==> config.mk <==
export PLATFORM = sky130hd
export DESIGN_NAME = request_encoder_flat
export DESIGN_NICKNAME = d
export VERILOG_FILES = /design/src/rtl/request_encoder_pkg.sv /design/src/rtl/request_encoder_if.sv /design/src/rtl/request_encoder_priority_encoder.sv /design/src/rtl/request_encoder.sv /design/src/flat_wrapper.sv
export SDC_FILE = /design/constraint.sdc
export NUM_CORES = 1
export LEC_CHECK = 0
export CAP_MARGIN = 20
export CORE_ASPECT_RATIO = 1.75
export CORE_MARGIN = 2
export CORE_UTILIZATION = 35
export CTS_CLUSTER_DIAMETER = 40
export CTS_CLUSTER_SIZE = 16
export DETAILED_ROUTE_END_ITERATION = 6
export DONT_BUFFER_PORTS = 1
export GPL_TIMING_DRIVEN = 0
export PLACE_DENSITY = 0.55
export SLEW_MARGIN = 10
export SYNTH_ARGS = -nofsm -noshare
export SYNTH_HDL_FRONTEND = slang
export SYNTH_SLANG_ARGS = --single-unit
==> constraint.sdc <==
create_clock -name clk -period 1.8 [get_ports clk]
set_clock_uncertainty 0.1 [all_clocks]
set_input_delay 0.36 -clock clk [delete_from_list [all_inputs] [get_ports clk]]
set_output_delay 0.36 -clock clk [all_outputs]
set_load 0.005 [all_outputs]
==> src/rtl/request_encoder_pkg.sv <==
// Shared definitions for the request encoder: FSM state encoding.
package request_encoder_pkg;

    localparam logic RE_IDLE = 1'b0;
    localparam logic RE_BUSY = 1'b1;

    typedef enum logic {
        IDLE = RE_IDLE,
        BUSY = RE_BUSY
    } re_state_t;

endpackage

==> src/rtl/request_encoder_if.sv <==
// Request/grant bus between request sources, the encoder and the index consumer.
interface request_encoder_if #(parameter int n = 4);

    logic [2**n-1:0] req;
    logic            enable;
    logic            ack;
    logic            valid;
    logic [n-1:0]    index;
    logic [2**n-1:0] pending;

    modport master (
        output req, enable, ack,
        input  valid, index, pending
    );

    modport slave (
        input  req, enable, ack,
        output valid, index, pending
    );

endinterface

==> src/rtl/request_encoder_priority_encoder.sv <==
// Combinational lowest-set-bit encoder: out is the index of the lowest set bit of in.
module priority_encoder #(
    parameter int n = 4
) (
    input  logic [2**n-1:0] in,
    output logic [n-1:0]    out,
    output logic            found
);

    always_comb begin
        out = '0;
        // Scan downward so the lowest set bit is the last one written.
        for (int i = 2**n - 1; i >= 0; i--) begin
            if (in[i]) out = n'(i);
        end
    end

    assign found = |in;

endmodule

==> src/rtl/request_encoder.sv <==
// Collects request pulses into a pending register and issues them one at a time,
// lowest index first, as a binary index held under a valid/ack handshake.
module request_encoder
    import request_encoder_pkg::*;
#(
    parameter int n = 4
) (
    input  logic              clk,
    input  logic              reset,
    request_encoder_if.slave  bus
);

    re_state_t       state, state_next;
    logic [2**n-1:0] pending_q;
    logic [n-1:0]    index_q;
    logic            valid_q;
    logic [n-1:0]    enc_out;
    logic            enc_found;
    logic            grant;
    logic            done;
    logic [2**n-1:0] clr;

    function automatic logic [2**n-1:0] onehot(input logic [n-1:0] idx);
        logic [2**n-1:0] v;
        v      = '0;
        v[idx] = 1'b1;
        return v;
    endfunction

    // The encoder sees only the registered pending bits, never req directly.
    priority_encoder #(.n(n)) u_penc (
        .in    (pending_q),
        .out   (enc_out),
        .found (enc_found)
    );

    always_comb begin
        state_next = state;
        grant      = 1'b0;
        done       = 1'b0;
        case (state)
            IDLE: begin
                if (bus.enable && enc_found) begin
                    state_next = BUSY;
                    grant      = 1'b1;
                end
            end
            BUSY: begin
                if (bus.ack) begin
                    state_next = IDLE;
                    done       = 1'b1;
                end
            end
            default: state_next = IDLE;
        endcase
    end

    assign clr = done ? onehot(index_q) : '0;

    always_ff @(posedge clk) begin
        if (reset) begin
            state     <= IDLE;
            pending_q <= '0;
            valid_q   <= 1'b0;
            index_q   <= '0;
        end else begin
            state     <= state_next;
            // New requests are ORed in after the clear, so a re-request survives its ack.
            pending_q <= (pending_q & ~clr) | bus.req;
            if (grant) begin
                index_q <= enc_out;
                valid_q <= 1'b1;
            end else if (done) begin
                valid_q <= 1'b0;
            end
        end
    end

    assign bus.valid   = valid_q;
    assign bus.index   = index_q;
    assign bus.pending = pending_q;

endmodule

==> src/flat_wrapper.sv <==
// flat-port wrapper written by rule: the top's interface ports become plain ports
module request_encoder_flat import request_encoder_pkg::*;
#(
    parameter int n = 4
)
  (clk, reset, bus_req, bus_enable, bus_ack, bus_valid, bus_index, bus_pending);
  request_encoder_if #(.n(n)) bus_i ();
  input  logic clk;
  input  logic reset;
  input wire logic [$bits(bus_i.req)-1:0] bus_req;
  input wire logic [$bits(bus_i.enable)-1:0] bus_enable;
  input wire logic [$bits(bus_i.ack)-1:0] bus_ack;
  output wire logic [$bits(bus_i.valid)-1:0] bus_valid;
  output wire logic [$bits(bus_i.index)-1:0] bus_index;
  output wire logic [$bits(bus_i.pending)-1:0] bus_pending;
  assign bus_i.req = bus_req;
  assign bus_i.enable = bus_enable;
  assign bus_i.ack = bus_ack;
  assign bus_valid = bus_i.valid;
  assign bus_index = bus_i.index;
  assign bus_pending = bus_i.pending;
  request_encoder #(.n(n)) u_core (.clk(clk), .reset(reset), .bus(bus_i));
endmodule
==> results.md, run 1 <==
- Cells along the critical path: nor4_2 -> a41o_2 -> a31o_1 -> o41ai_2
- Slew HR: 0.699
- Initial DRC count: 16
- Tcrit/Tclk final: 0.892
- Global route overflow: 0
- Post-synthesis simple-gate area fraction: 0.230
- Fin worst setup slack: 0.194 ns
- Combinational share of power: 0.103
- Nature of the critical path startpoint: flop
- Crit path time final: 1.61 ns
- H-tree Lvls: 1
- First-pass GRT wire length: 4.28 mm
- Root Buffer: clkbuf_8
- Post-Synth Adder-Cell Area: 0
- Initial antenna violation count: 0
- Switching Power: ~0.0003 W
- Num rows: 26
- Drt total wl: ~2.7 mm
- Reg2Reg Setup Slack: around 0.19 ns
- CP Buf/Inv Count: 0
- Max-cap violations: 0
- Cell Count, Final, Fillers Out: 159
- Fill count: approximately 310
- Area grow syn2layout: 10.2%
- Clock power frac: 0.401
- Hold worst-path end: u_core.bus.index[0]
- CP peak stage delay: 0.48 ns
- Placed cell area: 1080 um2
- Critical path fanouts, max: 6
- Clock buffer depth: 2
- Run status: complete, no violations
- # setup viols final: 0
- Reg2reg start: u_core.bus.pending[7]
- Net count, final: 152
- Crit. End Element: flop
- Number of global-route vias before repair: 897
- CTS tree: yes
- Layout cell share with drive strength beyond 1: 0.122
- CP max stage cell: nor4_2
- Mux cell area share after synthesis: 0
- P per Cell Area: approximately 1000 nW/um2
- Maximum vdd drop: 0.693 mV
- Routed vias: 934
- CTS Sinks: 22
- Worst-path clk slew: 0.08 ns
- Pint: 0.000878 W
- GP Congestion: about 0.8
- Leakage: approximately 0.46 nW
- Worst-skew pair later-pin latency: around 0.27 ns
- Die height: 76.3 um
- Largest net degree at the start of global routing: 14
- Die W: 45.3 um
- HPWL after detailed placement: 2.07 mm
- Post-CTS Hold Fix Bufs: 0
- Sequential fraction of the synthesis area: 0.422
- Setup TNS: 0 ns
- Tot GR Track Use: 0.166
- Synth warn: 0
- Port bufs: 0
- Main combinational cell family by area after synthesis: compound AO/OA/AOI/OAI gates
- #FFs+latches synth: 22
- Number of distinct library cells after synthesis: 28
- Worst Path Arrival: 1.67 ns
- Mapped Cells: approximately 130
- Wire length per cell: 16.9 um
- Type of the worst min-delay path: in2reg
- Synth Area in XOR/XNOR: 0
- CTS Buf Count: 3
- Core ar.: 2900 um2
- Setup bufs post-CTS: 0
- Family with the most delay on the worst path: compound AO/OA/AOI/OAI gates
- IO Pins: 41
- Initial DRT Pass Iterations: 4
- Switching Share: 0.257
- Antenna diodes: 0
- Unrepaired setup endpoints after global routing: false
- Post-synthesis compound-gate area fraction: 0.277
- DRT antenna net count: 0
- Mapped Nets: 147
- Worst Path Class, Setup: reg2reg
- Hold path cells: 1
- Slew Limit Fails: 0
- Worst hold start: reset
- Critical R2R Capture: u_core.bus.index[0]
- FF-to-FF path depth: 4
- Die area: 3460 um2
- Syn avg cell area: 8.23 um2
- Cell Area, Synth: 1040 um2
- Pre-CTS setup slack: 0.186 ns
- Worst Max-Slew Pin Slew: 0.448 ns
- Vias/cell: 5.87
- Post-route cell area: 1150 um2
- Flop pwr share: 0.496
- Initial core utilization: 0.361
- PostCTS Resize Cnt: 0
- Critical Path RT: 1.86 ns
- Tot Pwr: 0.00118 W
- Final Hold Viols: 0
- Dpl cells: 155
- Post-route DRC violation count: 0
- F_max: roughly 620 MHz
[power groups by stage]
stage | registers, W | clock network (W) | logic, W
after floorplan | 0.000579 | 0 | 0.000100
after global placement | 0.000597 | 0 | 0.000120
after detailed placement | 0.000598 | 0 | 0.000122
after CTS | 0.000587 | 0.000477 | 0.000123
after global routing | 0.000594 | 0.000501 | 0.000139
final | 0.000586 | 0.000473 | 0.000122
[routing by layer]
layer  routed length, um  GRT usage  part of all wire  vias to the layer above
met1                1020      0.179              0.38                      443
li1                    -          -                 -                      454
met3                 172     0.0474             0.064                        5
met5                   0          0                 0                        -
met2                1450      0.287              0.54                       32
met4                  48     0.0618             0.018                        0
[logic make-up after synthesis]
group	count (synthesis)
simple gates	36
flops	22
compound gates	49
buf+inv	20
[through the flow]
stage / hold WS, ns / util
2_1_floorplan: 0.359 / -
3_3_place_gp: 0.365 / 0.373
3_5_place_dp: 0.372 / 0.373
4_1_cts: 0.0796 / 0.398
5_1_grt: 0.0740 / 0.398
6_report: 0.0822 / 0.398
[synth_stat cells, drive strengths merged]
cell | number | area (um2)
nand2 | 3 | 11.3
a41o | 1 | 11.3
nor4 | 5 | 56.3
o31ai | 5 | 37.5
nand3b | 2 | 15.0
or2b | 1 | 8.76
and2b | 2 | 16.3
a2111oi | 1 | 8.76
a31o | 1 | 8.76
a21oi | 23 | 115
dfxtp | 22 | 440
o21bai | 1 | 7.51
or3 | 3 | 18.8
nor3b | 1 | 7.51
nand4 | 1 | 6.26
nor3 | 2 | 10.0
nor2 | 7 | 26.3
or2 | 2 | 12.5
inv | 18 | 67.6
o21ai | 15 | 75.1
clkbuf | 2 | 7.51
a221oi | 1 | 8.76
nand2b | 7 | 51.3
o41ai | 1 | 16.3
[how the worst max path moves through the flow]
stage	startpoint	endpoint	slack (ns)	cells past startpoint
6_report	u_core.bus.pending[7]	u_core.bus.index[0]	0.19	4
5_1_grt	u_core.bus.pending[7]	u_core.bus.index[0]	0.08	4
4_1_cts	u_core.bus.pending[7]	u_core.bus.index[0]	0.16	4
3_5_place_dp	u_core.bus.pending[7]	u_core.bus.index[0]	0.19	4
3_3_place_gp	u_core.bus.pending[7]	u_core.bus.index[0]	0.19	4
2_1_floorplan	u_core.bus.pending[7]	u_core.bus.index[0]	0.42	4
[state kept, by name, indices dropped and copies added, names as in the netlist]
name / flops
u_core.bus.pending: 16
u_core.bus.index: 4
u_core.bus.valid: 1
u_core.state: 1
[worst register-to-register path, stage by stage (launching register included)]
cell and delay [ns]:
dfxtp_1 0.37, nor4_2 0.48, a41o_2 0.34, a31o_1 0.14, o41ai_2 0.06
[cell type report]
type / count / area [um2] / share of cell area
Buffer: 2 / 7.51 / 0.00652
Clock buffer: 3 / 41.3 / 0.0359
Clock inverter: 1 / 30.0 / 0.0261
Inverter: 18 / 67.6 / 0.0587
Multi-Input combinational cell: 85 / 529 / 0.460
Sequential cell: 22 / 440 / 0.383
Tap cell: 28 / 35.0 / 0.0304
[cells in the final DEF, fill, tap and decap left out, types with 3 or more instances in the layout]
| cell type | n |
|---|---|
| nand2_1 | 3 |
| inv_1 | 17 |
| nand2b_1 | 6 |
| o31ai_1 | 5 |
| clkbuf_8 | 3 |
| nor2_1 | 7 |
| or3_1 | 3 |
| nor4_2 | 4 |
| o21ai_0 | 15 |
| a21oi_1 | 23 |
| dfxtp_1 | 22 |
Power figures use the tool's default switching activity.
==> run 2: changes to the inputs <==
Settings changed: HOLD_SLACK_MARGIN set to 0.1, PLACE_DENSITY 0.55 to 0.5.
==> results.md, run 2 (synthesized netlist as in run 1, its figures left out) <==
- Root Buffer: clkbuf_8
- Worst Max-Slew Pin Slew: 0.471 ns
- Combinational share of power: 0.126
- Commonest non-fill, non-tap cell in the layout: a21oi_1
- Hold path cells: 2
- CTS Buf Count: 3
- HPWL after detailed placement: 2.08 mm
- DRT antenna net count: 0
- Tot GR Track Use: 0.163
- P per Cell Area: 884 nW/um2
- Die area: 3460 um2
- Multi-input gate area: approximately 530 um2
- Switching Share: 0.274
- Core ar.: 2900 um2
- PostCTS Resize Cnt: 0
- FF-to-FF path depth: 4
- Wire length per cell: 16.4 um
- Initial DRT Pass Iterations: 4
- Clock power frac: 0.294
- Min Hold Slack: 0.118 ns
- Setup TNS: 0 ns
- Pre-CTS setup slack: 0.178 ns
- Clock buffer depth: 2
- Worst Path Arrival: 1.69 ns
- Leakage: 0.452 nW
- Worst hold start: bus_req[12]
- Largest net degree at the start of global routing: 12
- Fin worst setup slack: 0.161 ns
- Worst Path Class, Setup: reg2reg
- Vias/cell: 5.86
- GP Congestion: approximately 0.84
- Setup bufs post-CTS: 0
- Slew HR: 0.678
- Slew Limit Fails: 0
- Max reg flops: 16
- Global route overflow: 0
- Crit path time final: 1.64 ns
- Flop pwr share: 0.580
- Type of the worst min-delay path: in2reg
- Antenna diodes: 0
- Net count, final: 154
- CP peak stage delay: 0.51 ns
- Routed vias: 937
- Post-route DRC violation count: 0
- Maximum vdd drop: around 0.36 mV
- Drt total wl: 2.62 mm
- # setup viols final: 0
- Util after Layout: 0.394
- Critical path fanouts, max: 6
- Worst-skew pair later-pin latency: approximately 0.26 ns
- Die height: 76.3 um
- Max-cap violations: 0
- IO Pins: between 40 and 50
- Reg area: ~440 um2
- Initial antenna violation count: 0
- Fill count: 324
- Crit. End Element: flop
- First-pass GRT wire length: 4.28 mm
- H-tree Lvls: 1
- Num rows: 26
- Critical Path RT: 1.85 ns
- Most frequent cells in the layout: a21oi_1 (23), dfxtp_1 (22), inv_1 (17)
- Initial core utilization: 0.361
- Port bufs: 0
- Area grow syn2layout: 9.22%
- Run status: complete, no violations
- CP max stage cell: nor4_2
- F_max: between 600 and 700 MHz
- Reg2Reg Setup Slack: 0.16 ns
- Die W: 45.3 um
- Cells along the critical path: nor4_2 -> a41o_2 -> a31o_1 -> o41ai_2
- Unrepaired setup endpoints after global routing: false
- Worst-path clk slew: 0.07 ns
- Critical R2R Capture: u_core.bus.index[0]
- Hold worst-path end: u_core.bus.pending[12]
- Final Hold Viols: 0
- Tcrit/Tclk final: 0.911
- Nature of the critical path startpoint: flop
- Reg2reg start: u_core.bus.pending[7]
- Layout cell share with drive strength beyond 1: 0.114
- Switching Power: 0.000276 W
- Number of global-route vias before repair: between 900 and 1000
- CTS Sinks: 22
- Initial DRC count: 9
- Pint: between 0.0007 and 0.0008 W
- CTS tree: yes
run 2: cell count changes in the layout (fill, tap and decap cells not counted), sizes merged:
cell and change:
dlygate4sd3 +2, bufinv -1
run 2: stage by stage:
stage                     power (W)  cell area [um2]  instances
after floorplan            0.000680             1040        127
after global placement     0.000719             1080        155
after detailed placement   0.000722             1080        155
after CTS                   0.00102             1140        160
after global routing        0.00107             1140        160
final                       0.00101             1140        160
run 2: worst max path at each step:
stage                           from                   to
2_1_floorplan  u_core.bus.pending[7]  u_core.bus.index[0]
3_3_place_gp   u_core.bus.pending[7]  u_core.bus.index[0]
3_5_place_dp   u_core.bus.pending[7]  u_core.bus.index[0]
4_1_cts        u_core.bus.pending[7]  u_core.bus.index[0]
5_1_grt        u_core.bus.pending[7]  u_core.bus.index[0]
6_report       u_core.bus.pending[7]  u_core.bus.index[0]
run 2: critical path: cells and delay by family, from the launching register on:
kind	cells	cell delay (ns)
flip-flops	1	0.36
AO/OA/AOI/OAI	3	0.55
AND/OR/NAND/NOR	1	0.51
run 2: power groups by stage:
| stage | combinational (W) | sequential, W | clock (W) |
|---|---|---|---|
| finish | 0.000127 | 0.000586 | 0.000296 |
| global route | 0.000144 | 0.000593 | 0.000330 |
| CTS | 0.000128 | 0.000586 | 0.000308 |
| detailed placement | 0.000124 | 0.000598 | 0 |
| global placement | 0.000122 | 0.000598 | 0 |
| floorplan | 0.000100 | 0.000579 | 0 |
run 2: layout make-up:
class | instances | share of cell area
Multi-Input combinational cell | 85 | 0.464
Sequential cell | 22 | 0.386
Inverter | 18 | 0.0592
Clock buffer | 3 | 0.0362
Tap cell | 28 | 0.0307
Timing Repair Buffer | 2 | 0.0175
Buffer | 2 | 0.00658
run 2: timing repair:
item / in CTS / in global routing
hold endpoints to repair: 2 / 0
setup endpoints to repair: 0 / 0
hold buffers: 2 / 0
run 2: routing by layer:
metal,GRT usage,vias up,part of all wire
met3,0.0403,7,0.054
li1,-,461,-
met5,0,-,0
met2,0.283,32,0.56
met4,0.0706,0,0.025
met1,0.176,437,0.37
==> run 3: changes to the inputs <==
Settings changed: CORE_UTILIZATION 35 to 45, PLACE_DENSITY 0.5 to 0.63.
Clock period 1.8 ns to 1.44 ns, I/O delays scaled along.
==> results.md, run 3 (synthesized netlist as in run 1, its figures left out) <==
- Antenna diodes: 0
- Type of the worst min-delay path: in2reg
- First-pass GRT wire length: about 4.4 mm
- Routed vias: 1021
- H-tree Lvls: 1
- Commonest non-fill, non-tap cell in the layout: a21oi_1
- GP Congestion: 0.800
- Die W: 40.4 um
- Crit path time final: 1.43 ns
- P per Cell Area: about 1100 nW/um2
- Tcrit/Tclk final: 0.991
- DRT antenna net count: 0
- FF-to-FF path depth: 4
- Layout cell share with drive strength beyond 1: 0.253
- Slew Limit Fails: 0
- Worst-skew pair later-pin latency: 0.27 ns
- Leakage: roughly 0.55 nW
- Crit. End Element: flop
- Critical Path Start: u_core.bus.pending[0]
- Vias/cell: between 5 and 6
- HPWL after detailed placement: 1.91 mm
- Num rows: 23
- Most frequent cells in the layout: a21oi_1 (23), dlygate4sd3_1 (18), inv_1 (17)
- Worst-path clk slew: about 0.080 ns
- CTS tree: yes
- Clock buffer depth: 2
- # setup viols final: 0
- Wire length per cell: between 15 and 20 um
- Slew HR: 0.671
- Max-cap violations: 0
- Max reg flops: 16
- Critical path fanouts, max: 6
- Unrepaired setup endpoints after global routing: true
- Largest net degree at the start of global routing: 14
- Die area: 2740 um2
- Final Hold Viols: 0
- Net count, final: between 150 and 200
- Post-route DRC violation count: 0
- Core ar.: 2240 um2
- Reg2Reg Setup Slack: 0.01 ns
- Fin worst setup slack: 0.0125 ns
- Area grow syn2layout: 35.9%
- Root Buffer: clkbuf_8
- Maximum vdd drop: about 0.91 mV
- CTS Sinks: 22
- Die height: 67.7 um
- Pre-CTS setup slack: -0.132 ns
- Worst hold start: reset
- Nature of the critical path startpoint: flop
- Initial antenna violation count: 0
- Initial DRC count: 27
- IO Pins: 41
- CTS Buf Count: 3
- Worst Path Arrival: 1.48 ns
- Critical Path RT: 1.50 ns
- Setup TNS: 0 ns
- Hold path cells: 2
- Tot GR Track Use: 0.238
- Initial core utilization: 0.465
- Worst Max-Slew Pin Slew: 0.494 ns
- Global route overflow: 0
- F_max: 701 MHz
- Worst Path Class, Setup: reg2reg
- Number of global-route vias before repair: 980
- Run status: complete, no violations
- Initial DRT Pass Iterations: 4
- Port bufs: 0
- Reg2reg start: u_core.bus.pending[0]
- Drt total wl: 2.83 mm
## run 3: cell types whose count changed in the layout (fill, tap and decap cells not counted), moves of 2 or more
cell	change
nor4_2	-4
dfxtp_1	-19
o21ai_0	-3
dfxtp_4	+6
or3_4	+2
nor4_4	+4
dfxtp_2	+13
o21ai_1	+3
or3_1	-2
dlygate4sd3_1	+16
## run 3: worst paths after layout
kind                               to
hold / removal    u_core.bus.index[0]
setup reg to reg  u_core.bus.index[0]
setup / recovery  u_core.bus.index[0]
hold reg to reg      u_core.bus.valid
## run 3: where the power goes
part / switching [W] / internal (W)
Clock: 0.000206 / 0.000372
Combinational: 0.0000923 / 0.000117
Sequential: 0.0000901 / 0.000658
Total: 0.000389 / 0.00115
## run 3: repair_timing
action,in CTS,in global routing
pin swaps,2,3
buffers inserted,1,0
endpoints found under the setup margin,6,15
hold endpoints to repair,20,0
hold buffers,18,0
gates resized for setup,20,15
## run 3: cell type report
type	instances	area, um2
Inverter	18	67.6
Clock inverter	1	30.0
Timing Repair Buffer	19	188
Buffer	2	7.51
Multi-Input combinational cell	85	576
Sequential cell	22	479
Tap cell	25	31.3
Fill cell	209	825
Clock buffer	3	41.3
## run 3: per-layer routing
| metal | GRT usage | vias to the layer above | routed length [um] |
|---|---|---|---|
| li1 | - | 496 | - |
| met1 | 0.254 | 476 | 1010 |
| met2 | 0.409 | 42 | 1530 |
| met3 | 0.0592 | 7 | 217 |
| met4 | 0.117 | 0 | 73 |
| met5 | 0 | - | 0 |
## run 3: stage by stage
stage	std cells	hold WS, ns	cell area, um2	util	power (W)
5_1_grt	175	0.128	1420	0.633	0.00161
4_1_cts	175	0.136	1390	0.619	0.00154
3_5_place_dp	152	0.297	1080	0.479	0.000898
6_report	175	0.127	1420	0.633	0.00154
3_3_place_gp	152	0.293	1080	0.479	0.000894
2_1_floorplan	127	0.287	1040	-	0.000850
## run 3: worst max-delay path, stage by stage, from the launching register on
cell and delay, ns:
dfxtp_4 0.38, nor4_4 0.32, a41o_2 0.30, a31o_1 0.15, o41ai_2 0.07
